File: src/rtl/fetch_unit.sv
`timescale 1ns/100ps
// Instruction fetch sequencer: IDLE -> ISSUE -> WAIT -> DONE around a
// synchronous ROM, loading IR and advancing PC once per fetch.
module fetch_unit #(
    parameter int ADDR_W = 5,
    parameter int DATA_W = 16
) (
    input  logic              Clock,
    input  logic              Resetn,
    input  logic              Fetch,
    input  logic              PCload,
    input  logic [ADDR_W-1:0] PCin,
    input  logic [DATA_W-1:0] ROMout,
    output logic [ADDR_W-1:0] ADDRout,
    output logic [DATA_W-1:0] IR,
    output logic [ADDR_W-1:0] PC,
    output logic              Busy,
    output logic              Done
);

    typedef enum logic [1:0] {
        S_IDLE,
        S_ISSUE,
        S_WAIT,
        S_DONE
    } state_t;

    state_t            state_q;
    logic [ADDR_W-1:0] pc_q;
    logic [DATA_W-1:0] ir_q;
    logic              busy_q;
    logic              done_q;

    // Busy/Done are registered alongside the state so they switch
    // on the same edge as the state they describe.
    always_ff @(posedge Clock or negedge Resetn) begin
        if (!Resetn) begin
            state_q <= S_IDLE;
            pc_q    <= '0;
            ir_q    <= '0;
            busy_q  <= 1'b0;
            done_q  <= 1'b0;
        end else begin
            done_q <= 1'b0;
            unique case (state_q)
                S_IDLE: begin
                    if (PCload)
                        pc_q <= PCin;
                    if (Fetch) begin
                        state_q <= S_ISSUE;
                        busy_q  <= 1'b1;
                    end
                end
                S_ISSUE: begin
                    state_q <= S_WAIT;
                end
                S_WAIT: begin
                    ir_q    <= ROMout;
                    pc_q    <= pc_q + 1'b1;
                    state_q <= S_DONE;
                    done_q  <= 1'b1;
                end
                S_DONE: begin
                    state_q <= S_IDLE;
                    busy_q  <= 1'b0;
                end
                default: begin
                    state_q <= S_IDLE;
                    busy_q  <= 1'b0;
                end
            endcase
        end
    end

    assign ADDRout = pc_q;
    assign PC      = pc_q;
    assign IR      = ir_q;
    assign Busy    = busy_q;
    assign Done    = done_q;

endmodule
File: config.mk
export PLATFORM = sky130hd
export DESIGN_NAME = fetch_unit
export DESIGN_NICKNAME = d
export VERILOG_FILES = /design/src/rtl/fetch_unit.sv
export SDC_FILE = /design/constraint.sdc
export NUM_CORES = 1
export LEC_CHECK = 0
export CAP_MARGIN = 20
export CELL_PAD_IN_SITES_DETAIL_PLACEMENT = 0
export CELL_PAD_IN_SITES_GLOBAL_PLACEMENT = 2
export CORE_UTILIZATION = 25
export DETAILED_ROUTE_END_ITERATION = 12
export PLACE_DENSITY_LB_ADDON = 0.1
export SETUP_SLACK_MARGIN = 0.4
export SLEW_MARGIN = 20
export SYNTH_ARGS = -nofsm -noshare
export SYNTH_HDL_FRONTEND = slang
export SYNTH_SLANG_ARGS = --single-unit
export TNS_END_PERCENT = 30
File: constraint.sdc
create_clock -name Clock -period 1.9 [get_ports Clock]
set_input_delay 0.38 -clock Clock [delete_from_list [all_inputs] [get_ports Clock]]
set_output_delay 0.38 -clock Clock [all_outputs]
set_load 0.005 [all_outputs]
==> metrics.txt <==
total number of clock tree sinks 25; initial antenna violation count 0; FFs w/ async S/R, synth 1.00; share of synthesized cell area in full adder, half adder and majority cells 0.0428; critical path depth 1; Critical Path Sink Type output port; global route total overflow 0; largest cells by area after synthesis sky130_fd_sc_hd__dfrtp_1 53%, sky130_fd_sc_hd__mux2_2 15%, sky130_fd_sc_hd__ha_1 4.3%, sky130_fd_sc_hd__buf_4 3.2%, sky130_fd_sc_hd__nand3_1 3.0%; Num CTS Buffers 3; peak clock frequency supported by timing ~650 MHz; Setup Skew 0.0108 ns; number of buffers added on ports 52; post-synthesis instance area about 1200 um^2; destination of the critical timing path ADDRout[4]; hold_ws approximately 0.47 ns; minimum clock period approximately 1.5 ns; share of the synthesized area in the top cell type 0.535; nature of the critical path startpoint flip-flop; Maximum Capacitance Violations 0; cell breakdown of the critical path clkdlybuf4s50_1; number of cell instances on the worst register-to-register path 6; worst-path fanout max 3; share of the clock period used by the worst path after layout 0.806; detailed router's first-iteration violation count 28; unrepaired setup endpoints after global routing true; pin count of the biggest net entering global routing 26; commonest register cell after synthesis sky130_fd_sc_hd__dfrtp_1; post-layout total power around 2900 uW; R2R setup slack a little under 0.4 ns; gate count after technology mapping 96; weighted congestion at the end of routability-driven global placement roughly 0.69; DPL Wire Length approximately 2.1 mm; routed length on met3 ~150 um; layout overhead on the synthesized area 58.8%; clock edge transition at the registers on the reported setup and hold paths around 0.090 ns; worst reg2reg path endpoint ADDRout[4]; Max VDD drop 554 uV; area used by multi-input combinational logic roughly 460 um^2; number of synthesized flops with an enable pin 0; Avg WL per Cell around 14 um; P_leak ~0.00084 uW; result of the run complete, no violations; CTS root buffer sky130_fd_sc_hd__clkbuf_8; placeable core region ~4400 um^2; max layer used met4; critical path class flip-flop to output port; most area-hungry cell type in the Yosys netlist sky130_fd_sc_hd__dfrtp_1; crit path DAT 1.15 ns; vertical die dimension a little over 70 um; routed via count approximately 950; Unique masters post-synth 29; FF-to-FF Start state_q[1]; register area share after synthesis 0.535; number of hold buffers added after cts 0; Cell Count, Final, Fillers Out 209; wire length on met2 1.35 mm; number of top-level design ports 53; number of placement rows 24; Total Die Area just under 5000 um^2; Final setup viols 0; final total negative setup slack 0 ns; max-slew violations 0; crit-path max cell delay around 0.50 ns; post-synthesis register bit count 25; Compound-Gate Fraction of Synth Area 0.0834; register area 628 um^2; power density cells between 1500 and 2000 nW/um^2; routed length on met1 around 1.3 mm; combinational family with the most area after synthesis multiplexers; CTS HTree Levels 1; instance count after placement with tap cells included 197; source of the critical timing path ADDRout[4]; mean instance size in the synthesized netlist around 12 um^2; clk_lat worst skew between 0.2 and 0.3 ns; number of global-route vias before repair slightly below 1k; number of fill cells in the layout between 400 and 500; slowest stage cell, crit path sky130_fd_sc_hd__clkdlybuf4s50_1; xor-xnor portion of the synthesized cell area 0; simple-gate portion of the synthesized area 0.103; clock tree from TritonCTS done; length of the first detailed-routing pass in iterations 3; worst min-delay path category input port to asynchronous set/reset pin; count of inserted antenna diode cells 0; worst slew margin relative to its limit 0.778; final count of hold timing violations 0; Post-DRT Antenna Nets 0; global-route wire length before repair about 4.7 mm; vias per cell 4.53; post-synthesis mux area share 0.163; YS warnings 0; Crit path buffers/inverters 1; post-layout utilization of the core 0.421; total global routing track utilization 0.121; starting density of the core 0.265; largest delay contributor family on the critical path buffers and inverters; share of cells above drive strength 1 0.236; syn_nets around 130; transition at the pin with the smallest max-transition slack approximately 0.33 ns; Clock Path Buffers 2; Worst Path Required between 1.5 and 2 ns; final net count ~190; DRC 0; final WL around 2.8 mm; die extent in x about 70 um
## where the power goes
group / leakage [uW] / internal (uW) / switching (uW)
clock network: 0.0000228 / 150 / 165
logic: 0.000524 / 1040 / 629
registers: 0.000294 / 812 / 134
## sequential cells by signal, indices dropped and copies added (netlist names)
name     cells
IR          16
ADDRout      5
state_q      2
Busy         1
Done         1
## cell families after synthesis
logic type,after synthesis
buf+inv,15
flops,25
compound gates,13
simple gates,22
mux,17
fa+ha+maj,4
## layout make-up
cell class | count | share of cell area
Multi-Input combinational cell | 56 | 0.246
Timing Repair Buffer | 67 | 0.346
Clock buffer | 4 | 0.0242
Sequential cell | 25 | 0.338
Inverter | 5 | 0.0101
Tap cell | 52 | 0.0350
## cell usage in the layout, fill, tap and decap left out
cell type and n:
sky130_fd_sc_hd__nor2b_1 1, sky130_fd_sc_hd__mux2_2 16, sky130_fd_sc_hd__clkdlybuf4s50_1 42, sky130_fd_sc_hd__o2bb2ai_1 1
sky130_fd_sc_hd__a211oi_1 1, sky130_fd_sc_hd__o21ai_0 2, sky130_fd_sc_hd__inv_1 5, sky130_fd_sc_hd__dlymetal6s2s_1 4
sky130_fd_sc_hd__or2_2 1, sky130_fd_sc_hd__buf_8 1, sky130_fd_sc_hd__nand2b_1 2, sky130_fd_sc_hd__nand3_1 7
sky130_fd_sc_hd__o221ai_1 2, sky130_fd_sc_hd__mux2i_1 1, sky130_fd_sc_hd__nor2_1 4, sky130_fd_sc_hd__a221o_1 1
sky130_fd_sc_hd__nand2_1 3, sky130_fd_sc_hd__a22oi_1 1, sky130_fd_sc_hd__dfrtp_1 23, sky130_fd_sc_hd__a21oi_1 2
sky130_fd_sc_hd__clkbuf_1 1, sky130_fd_sc_hd__o211ai_1 1, sky130_fd_sc_hd__or4_1 1, sky130_fd_sc_hd__clkbuf_8 3
sky130_fd_sc_hd__nand4b_1 1, sky130_fd_sc_hd__ha_1 4, sky130_fd_sc_hd__buf_4 14, sky130_fd_sc_hd__dfrtp_2 2
sky130_fd_sc_hd__and4b_1 1, sky130_fd_sc_hd__o31ai_1 1, sky130_fd_sc_hd__dlygate4sd2_1 6, sky130_fd_sc_hd__o41a_1 1
sky130_fd_sc_hd__nor3b_1 1
## repair_timing
action / 4_1_cts / 5_1_grt
endpoints found under the setup margin: 26 / 41
setup buffers: 6 / 2
resized for setup: 8 / 6
## metal layers
layer | track usage | up-vias
li1 | - | 460
met1 | 0.150 | 455
met4 | 0.0289 | 0
met3 | 0.0404 | 4
met5 | 0 | -
met2 | 0.203 | 28
## worst min-delay path by stage
stage | end | slack [ns] | cells past startpoint
finish | ADDRout[2] | 0.47 | 2
global route | ADDRout[2] | 0.50 | 2
CTS | ADDRout[2] | 0.49 | 2
detailed placement | IR[7] | 0.50 | 1
global placement | IR[13] | 0.49 | 1
floorplan | ADDRout[0] | 0.08 | 0
## through the flow
| stage | cell area, um^2 | setup slack (ns) |
|---|---|---|
| 2_1_floorplan | 1170 | 0.422 |
| 3_3_place_gp | 1740 | 0.221 |
| 3_5_place_dp | 1740 | 0.203 |
| 4_1_cts | 1830 | 0.342 |
| 5_1_grt | 1860 | 0.315 |
| 6_report | 1860 | 0.369 |
## synthesized netlist by cell type, drive strengths merged (2+ instances only)
| library cell | n |
|---|---|
| o21ai | 2 |
| dfrtp | 25 |
| nand2 | 3 |
| buf | 9 |
| nand2b | 2 |
| ha | 4 |
| nand3 | 7 |
| o221ai | 2 |
| nor2 | 4 |
| a21oi | 2 |
| inv | 5 |
| mux2 | 16 |
(Power assumes the default switching activity.)
